## src/rtl/ctrl_pipe.sv

```systemverilog
// Pipelined MIPS control unit: D-stage decode, E/M/W control registers,
// load-use and branch-operand stall generation, and E-stage forwarding selects.
module ctrl_pipe #(
  parameter int ALUOP_W   = 4,
  parameter bit BR_HAZARD = 1'b1
) (
  input  logic               clk,
  input  logic               reset,
  input  logic [31:0]        instr_D,
  input  logic               flush_E,
  output logic               stall_D,
  output logic [1:0]         ext_op_D,
  output logic               beq_D,
  output logic               bne_D,
  output logic               j_D,
  output logic               jr_D,
  output logic               illegal_D,
  output logic               alu_src_E,
  output logic [ALUOP_W-1:0] alu_op_E,
  output logic [1:0]         fwd_rs_E,
  output logic [1:0]         fwd_rt_E,
  output logic [4:0]         waddr_E,
  output logic               mem_write_M,
  output logic [4:0]         waddr_M,
  output logic               reg_write_W,
  output logic               mem_to_reg_W,
  output logic               link_W,
  output logic [4:0]         waddr_W
);

  localparam logic [5:0] OP_RTYPE = 6'h00;
  localparam logic [5:0] OP_J     = 6'h02;
  localparam logic [5:0] OP_JAL   = 6'h03;
  localparam logic [5:0] OP_BEQ   = 6'h04;
  localparam logic [5:0] OP_BNE   = 6'h05;
  localparam logic [5:0] OP_ADDIU = 6'h09;
  localparam logic [5:0] OP_ANDI  = 6'h0c;
  localparam logic [5:0] OP_ORI   = 6'h0d;
  localparam logic [5:0] OP_LUI   = 6'h0f;
  localparam logic [5:0] OP_LW    = 6'h23;
  localparam logic [5:0] OP_SW    = 6'h2b;

  localparam logic [5:0] FN_JR    = 6'h08;
  localparam logic [5:0] FN_JALR  = 6'h09;
  localparam logic [5:0] FN_ADDU  = 6'h21;
  localparam logic [5:0] FN_SUBU  = 6'h23;
  localparam logic [5:0] FN_AND   = 6'h24;
  localparam logic [5:0] FN_OR    = 6'h25;
  localparam logic [5:0] FN_SLT   = 6'h2a;

  localparam logic [ALUOP_W-1:0] ALU_ADD = ALUOP_W'(0);
  localparam logic [ALUOP_W-1:0] ALU_SUB = ALUOP_W'(1);
  localparam logic [ALUOP_W-1:0] ALU_OR  = ALUOP_W'(2);
  localparam logic [ALUOP_W-1:0] ALU_AND = ALUOP_W'(3);
  localparam logic [ALUOP_W-1:0] ALU_SLT = ALUOP_W'(4);
  localparam logic [ALUOP_W-1:0] ALU_LUI = ALUOP_W'(5);

  localparam logic [1:0] EXT_ZERO  = 2'd0;
  localparam logic [1:0] EXT_SIGN  = 2'd1;
  localparam logic [1:0] EXT_UPPER = 2'd2;

  typedef struct packed {
    logic               reg_write;
    logic               mem_to_reg;
    logic               mem_write;
    logic               link;
    logic               alu_src;
    logic [ALUOP_W-1:0] alu_op;
    logic [4:0]         waddr;
    logic [4:0]         rs;
    logic [4:0]         rt;
  } ctrl_e_t;

  typedef struct packed {
    logic       reg_write;
    logic       mem_to_reg;
    logic       mem_write;
    logic       link;
    logic [4:0] waddr;
  } ctrl_m_t;

  typedef struct packed {
    logic       reg_write;
    logic       mem_to_reg;
    logic       link;
    logic [4:0] waddr;
  } ctrl_w_t;

  logic [5:0] op_D, funct_D;
  logic [4:0] rs_D, rt_D, rd_D;

  assign op_D    = instr_D[31:26];
  assign rs_D    = instr_D[25:21];
  assign rt_D    = instr_D[20:16];
  assign rd_D    = instr_D[15:11];
  assign funct_D = instr_D[5:0];

  // shamt is never consumed by this instruction subset
  logic unused_shamt;
  assign unused_shamt = ^instr_D[10:6];

  ctrl_e_t dec_D;
  logic       r_alu_D, wr_D, illegal_raw_D;
  logic       is_beq_D, is_bne_D, is_j_D, is_jr_D;
  logic       uses_rs_D, uses_rt_D;
  logic [4:0] dest_D;
  logic [1:0] ext_raw_D;

  always_comb begin
    dec_D         = '0;
    r_alu_D       = 1'b0;
    wr_D          = 1'b0;
    illegal_raw_D = 1'b0;
    is_beq_D      = 1'b0;
    is_bne_D      = 1'b0;
    is_j_D        = 1'b0;
    is_jr_D       = 1'b0;
    uses_rs_D     = 1'b0;
    uses_rt_D     = 1'b0;
    dest_D        = 5'd0;
    ext_raw_D     = EXT_ZERO;
    case (op_D)
      OP_RTYPE: begin
        case (funct_D)
          FN_ADDU: begin r_alu_D = 1'b1; dec_D.alu_op = ALU_ADD; end
          FN_SUBU: begin r_alu_D = 1'b1; dec_D.alu_op = ALU_SUB; end
          FN_AND:  begin r_alu_D = 1'b1; dec_D.alu_op = ALU_AND; end
          FN_OR:   begin r_alu_D = 1'b1; dec_D.alu_op = ALU_OR;  end
          FN_SLT:  begin r_alu_D = 1'b1; dec_D.alu_op = ALU_SLT; end
          FN_JR: begin
            is_j_D    = 1'b1;
            is_jr_D   = 1'b1;
            uses_rs_D = 1'b1;
          end
          FN_JALR: begin
            is_j_D     = 1'b1;
            is_jr_D    = 1'b1;
            uses_rs_D  = 1'b1;
            wr_D       = 1'b1;
            dest_D     = rd_D;
            dec_D.link = 1'b1;
          end
          default: illegal_raw_D = 1'b1;
        endcase
        if (r_alu_D) begin
          wr_D      = 1'b1;
          dest_D    = rd_D;
          uses_rs_D = 1'b1;
          uses_rt_D = 1'b1;
        end
      end
      OP_ADDIU, OP_ORI, OP_ANDI, OP_LW: begin
        wr_D          = 1'b1;
        dest_D        = rt_D;
        uses_rs_D     = 1'b1;
        dec_D.alu_src = 1'b1;
        case (op_D)
          OP_ORI:  begin dec_D.alu_op = ALU_OR;  ext_raw_D = EXT_ZERO; end
          OP_ANDI: begin dec_D.alu_op = ALU_AND; ext_raw_D = EXT_ZERO; end
          default: begin dec_D.alu_op = ALU_ADD; ext_raw_D = EXT_SIGN; end
        endcase
        dec_D.mem_to_reg = (op_D == OP_LW);
      end
      OP_LUI: begin
        wr_D          = 1'b1;
        dest_D        = rt_D;
        dec_D.alu_src = 1'b1;
        dec_D.alu_op  = ALU_LUI;
        ext_raw_D     = EXT_UPPER;
      end
      OP_SW: begin
        uses_rs_D       = 1'b1;
        uses_rt_D       = 1'b1;
        dec_D.alu_src   = 1'b1;
        dec_D.alu_op    = ALU_ADD;
        dec_D.mem_write = 1'b1;
        ext_raw_D       = EXT_SIGN;
      end
      OP_BEQ, OP_BNE: begin
        is_beq_D     = (op_D == OP_BEQ);
        is_bne_D     = (op_D == OP_BNE);
        uses_rs_D    = 1'b1;
        uses_rt_D    = 1'b1;
        dec_D.alu_op = ALU_SUB;
        ext_raw_D    = EXT_SIGN;
      end
      OP_J: is_j_D = 1'b1;
      OP_JAL: begin
        is_j_D     = 1'b1;
        wr_D       = 1'b1;
        dest_D     = 5'd31;
        dec_D.link = 1'b1;
      end
      default: illegal_raw_D = 1'b1;
    endcase
    dec_D.waddr     = dest_D;
    dec_D.reg_write = wr_D && (dest_D != 5'd0);
    // illegal opcodes carry no operand fields, so they never forward or stall
    dec_D.rs        = illegal_raw_D ? 5'd0 : rs_D;
    dec_D.rt        = illegal_raw_D ? 5'd0 : rt_D;
  end

  ctrl_e_t e_q, e_d;
  ctrl_m_t m_q, m_d;
  ctrl_w_t w_q, w_d;

  logic hit_e_D, hit_m_D, load_use_D, br_hazard_D, is_branch_D;

  always_comb begin
    hit_e_D = (uses_rs_D && (rs_D == e_q.waddr)) ||
              (uses_rt_D && (rt_D == e_q.waddr));
    hit_m_D = (uses_rs_D && (rs_D == m_q.waddr)) ||
              (uses_rt_D && (rt_D == m_q.waddr));
    load_use_D  = e_q.mem_to_reg && (e_q.waddr != 5'd0) && hit_e_D;
    is_branch_D = is_beq_D || is_bne_D || is_jr_D;
    br_hazard_D = BR_HAZARD && is_branch_D &&
                  ((e_q.reg_write && (e_q.waddr != 5'd0) && hit_e_D) ||
                   (m_q.mem_to_reg && (m_q.waddr != 5'd0) && hit_m_D));
    stall_D     = load_use_D || br_hazard_D;
  end

  assign ext_op_D  = ext_raw_D;
  assign illegal_D = illegal_raw_D;
  assign beq_D     = is_beq_D && !stall_D;
  assign bne_D     = is_bne_D && !stall_D;
  assign j_D       = is_j_D   && !stall_D;
  assign jr_D      = is_jr_D  && !stall_D;

  always_comb begin
    e_d = (stall_D || flush_E) ? '0 : dec_D;
    m_d.reg_write  = e_q.reg_write;
    m_d.mem_to_reg = e_q.mem_to_reg;
    m_d.mem_write  = e_q.mem_write;
    m_d.link       = e_q.link;
    m_d.waddr      = e_q.waddr;
    w_d.reg_write  = m_q.reg_write;
    w_d.mem_to_reg = m_q.mem_to_reg;
    w_d.link       = m_q.link;
    w_d.waddr      = m_q.waddr;
  end

  always_ff @(posedge clk or negedge reset) begin
    if (!reset) begin
      e_q <= '0;
      m_q <= '0;
      w_q <= '0;
    end else begin
      e_q <= e_d;
      m_q <= m_d;
      w_q <= w_d;
    end
  end

  // M wins over W; loads in M have no data yet and are left to the stall logic
  always_comb begin
    fwd_rs_E = 2'd0;
    fwd_rt_E = 2'd0;
    if (e_q.rs != 5'd0) begin
      if (m_q.reg_write && !m_q.mem_to_reg && (m_q.waddr == e_q.rs))
        fwd_rs_E = 2'd2;
      else if (w_q.reg_write && (w_q.waddr == e_q.rs))
        fwd_rs_E = 2'd1;
    end
    if (e_q.rt != 5'd0) begin
      if (m_q.reg_write && !m_q.mem_to_reg && (m_q.waddr == e_q.rt))
        fwd_rt_E = 2'd2;
      else if (w_q.reg_write && (w_q.waddr == e_q.rt))
        fwd_rt_E = 2'd1;
    end
  end

  assign alu_src_E    = e_q.alu_src;
  assign alu_op_E     = e_q.alu_op;
  assign waddr_E      = e_q.waddr;
  assign mem_write_M  = m_q.mem_write;
  assign waddr_M      = m_q.waddr;
  assign reg_write_W  = w_q.reg_write;
  assign mem_to_reg_W = w_q.mem_to_reg;
  assign link_W       = w_q.link;
  assign waddr_W      = w_q.waddr;

endmodule
```

## config.mk

```make
export PLATFORM = sky130hd
export DESIGN_NAME = ctrl_pipe
export DESIGN_NICKNAME = d
export VERILOG_FILES = /design/src/rtl/ctrl_pipe.sv
export SDC_FILE = /design/constraint.sdc
export NUM_CORES = 1
export LEC_CHECK = 0
export ABC_AREA = 1
export CAP_MARGIN = 20
export CORE_UTILIZATION = 51
export CTS_CLUSTER_DIAMETER = 60
export CTS_CLUSTER_SIZE = 16
export DETAILED_ROUTE_END_ITERATION = 12
export HOLD_SLACK_MARGIN = 0.02
export PLACE_DENSITY = 0.85
export SLEW_MARGIN = 15
export SYNTH_ARGS = -nofsm -noshare
export SYNTH_HDL_FRONTEND = slang
export SYNTH_SLANG_ARGS = --single-unit
```

## constraint.sdc

```tcl
create_clock -name clk -period 3.6 [get_ports clk]
set_clock_uncertainty 0.15 [all_clocks]
set_input_delay 0.72 -clock clk [delete_from_list [all_inputs] [get_ports clk]]
set_output_delay 0.72 -clock clk [all_outputs]
set_load 0.02 [all_outputs]
```

==> summary.txt <==
Floorplan
  – Die Area: 0.00502 mm²
  – Top-Level Pins: 71
  – Die W: 70.9 µm
  – Initial Util: 0.544
  – FP Rows: 24
  – Die Y-Extent: 70.9 µm
  – Core area: 0.00444 mm²

GRT
  – Grt total ovfl: 0
  – Pin count of the biggest net entering global routing: 41
  – Tot GR Track Use: 0.247
  – Vias in the first global route: 2,285
  – First-pass GRT wire length: 9670 µm
  – Initial antenna violation count: 0

CTS
  – Clock latency on the worst-skew pair: 300 ps
  – CTS Sinks: 40
  – Htree depth: 2
  – Worst-path clk slew: 70 ps
  – Num CTS Buffers: 5
  – Setup bufs post-CTS: 0
  – Hold Buf Count CTS: 0
  – CTS Buffer Depth: 2
  – CTS Root Cell: clkbuf_8
  – CTS tree: done

Setup path
  – Worst EP required: 2730 ps
  – Kind of critical path: in -> out
  – CP cell instances: clkdlybuf4s50_1, nand2_1, nor2_2, buf_4, nand2_1, inv_1, buf_4, clkdlybuf4s50_1
  – Crit-path max cell delay: 590 ps
  – Reg2reg start: waddr_E[2]$_DFF_PN0_
  – FF-to-FF End: e_q[20]$_DFF_PN0_
  – Worst path bufs/invs: 5
  – Top Family by Delay on Critical Path: buffers and inverters
  – Critical path's slowest cell: clkdlybuf4s50_1
  – Critical Path Sink Type: primary output
  – Setup slack, reg-to-reg: 1550 ps
  – Crit path depth: 8
  – Critical Path Start Type: input pin
  – Worst-case reg-to-reg path depth: 9
  – Data arrival, critical path: 2500 ps
  – Critical path fanouts, max: 5

Route
  – Residual DRC: 8
  – Initial DRC Count: 95
  – TritonRoute pass-1 iters: 9
  – Vias per cell: 5.08
  – Final wirelength: 5820 µm
  – Final ANT Viol Nets: 0
  – Drt wl/cell: 12.8 µm
  – Vias: 2,303

Cells and area
  – Final Instance Area: 0.00330 mm²
  – # nets final: 435
  – Finished Layout Cells: 453
  – Commonest non-fill, non-tap cell in the layout: nand2_1
  – End-of-flow core utilization: 0.744
  – Most frequent cells in the layout: nand2_1 (74), clkdlybuf4s50_1 (54), dfrtp_1 (40), nor2_1 (39), inv_1 (35)
  – Proportion of layout cells with a drive suffix above 1: 0.177
  – P&R area growth vs syn: 36.6%
  – N_diodes: 0

Synthesis
  – Post-Syn Nets: 351
  – EDFF count, synth: 0
  – Post-Syn Instances: 316
  – Post-synth cell types: 29
  – Mapped Avg Cell Area: 7.66 µm²
  – Synth Register Bits: 40
  – Synth warn: 0
  – Most used flip-flop cell after synthesis: dfrtp_1
  – Asr flop ratio synth: 1.00
  – Sequential area share after synthesis: 0.414
  – Area of the mapped netlist: 0.00242 mm²

Timing
  – Fin crit share: 0.937
  – Max frequency: 296 MHz
  – Tightest Pin Transition: 832 ps
  – Max-slew violation count: 0
  – Final Worst Setup Slack: 226 ps
  – Setup TNS: 0 ps
  – Rel. slew slack: 0.445
  – Final hold violation count: 0
  – Hold WS: 209 ps
  – Setup Viol. Count Final: 0
  – RSZ-0062 raised after global routing: no
  – Tmin final: 3370 ps

Placed design
  – DP HPWL: 4600 µm
  – Post-DP Area: 0.00321 mm²
  – Gp weighted congestion: 0.868
  – IO Port Bufs: 64
  – Placed cells: 445
  – Pre-CTS setup slack: -239 ps

Worst hold path
  – Hold_sp: m_q[5]$_DFF_PN0_
  – Worst Hold Depth: 0
  – Min-Delay Endpoint: link_W$_DFF_PN0_
  – Hold WC Path Type: reg -> reg

Status
  – Violated checks: DRC
  – Status: complete, but fails checks

Power
  – Worst vdd ir: 0.155 mV
  – Switching pwr: 0.260 mW
  – PD cells: 285 mW/mm²
  – Power share of the clock group: 0.306
  – Tot Pwr: 0.942 mW
  – Switch share: 0.276
  – Lkg Pwr: 1.71 nW
  – Sequential fraction of design power: 0.500
  – Internal: 0.682 mW
  – Combinational Power Share: 0.194

Job
  – Total of max-cap violations: 0
==> how the worst max path moves through the flow <==
stage | startpoint | end | slack (ps)
final | instr_D[29] | ext_op_D[1] | 230
after global routing | waddr_M[0]$_DFF_PN0_ | fwd_rs_E[1] | 30
after CTS | instr_D[27] | jr_D | 7
after detailed placement | instr_D[27] | stall_D | -240
after global placement | instr_D[27] | stall_D | -230
after floorplan | instr_D[28] | beq_D | 730
==> state kept, by name, indices dropped and copies added (netlist names) <==
register	cells
m_q	3
waddr_M	5
reg_write_W	1
link_W	1
waddr_W	5
alu_src_E	1
mem_to_reg_W	1
waddr_E	5
mem_write_M	1
e_q	14
alu_op_E	3
==> layer usage <==
metal	GRT usage	vias up	wire [µm]
met4	0.111	0	151
met5	0	-	0
met1	0.289	1049	2400
met2	0.444	88	2960
met3	0.0413	13	301
li1	-	1153	-
==> kinds of logic after synthesis <==
kind of cell,Yosys count,synth area share
and+or+nand+nor,171,0.315
buffers and inverters,54,0.114
DFF,40,0.414
xor gates and xnor gates,27,0.0977
AOI/OAI and AO/OA,23,0.0574
other,1,0.00155
==> worst register-to-register path, cell delays in order, from the launching register on <==
cell,delay (ps)
dfrtp_1,470
xnor2_1,190
nand3_1,120
nor3_1,180
nand2_1,80
nand2_1,80
nand3_1,120
buf_4,170
nand3_4,270
nor2_1,90
==> cell type report <==
| cell class | instances | area, µm² |
|---|---|---|
| sequential | 40 | 1000 |
| timing repair buffer | 95 | 853 |
| multi-input combinational | 222 | 1160 |
| clock buffer | 5 | 68.8 |
| fill | 346 | 1140 |
| clock inverter | 3 | 18.8 |
| inverter | 36 | 135 |
| tap | 52 | 65.1 |
==> cells in the mapped netlist (2+ instances only) <==
master    instances  area [µm²]
a21oi_1           9        45.0
a221oi_1          2        17.5
buf_2             2        10.0
buf_4            14         105
dfrtp_1          40        1000
inv_1            35         131
nand2_1          76         285
nand2_2           2        12.5
nand3_1          19        95.1
nand4_1           2        12.5
nor2_1           41         154
nor2_2           15        93.8
nor3_1            8        40.0
nor4_1            5        31.3
o21ai_0           4        20.0
o22ai_1           4        25.0
xnor2_1          15         131
xor2_1           12         105
==> repair_timing <==
| action | 4_1_cts | 5_1_grt |
|---|---|---|
| gates resized for setup | 5 | 20 |
| pin swaps | 0 | 1 |
| gates cloned | 0 | 0 |
| endpoints found under the setup margin | 5 | 7 |
==> power by group through the flow <==
stage	logic, mW	registers (mW)	clock network, mW
4_1_cts	0.182	0.471	0.288
5_1_grt	0.202	0.472	0.308
6_report	0.183	0.471	0.288
2_1_floorplan	0.0902	0.479	0
3_5_place_dp	0.181	0.480	0
3_3_place_gp	0.177	0.479	0
Power figures use the tool's default switching activity.
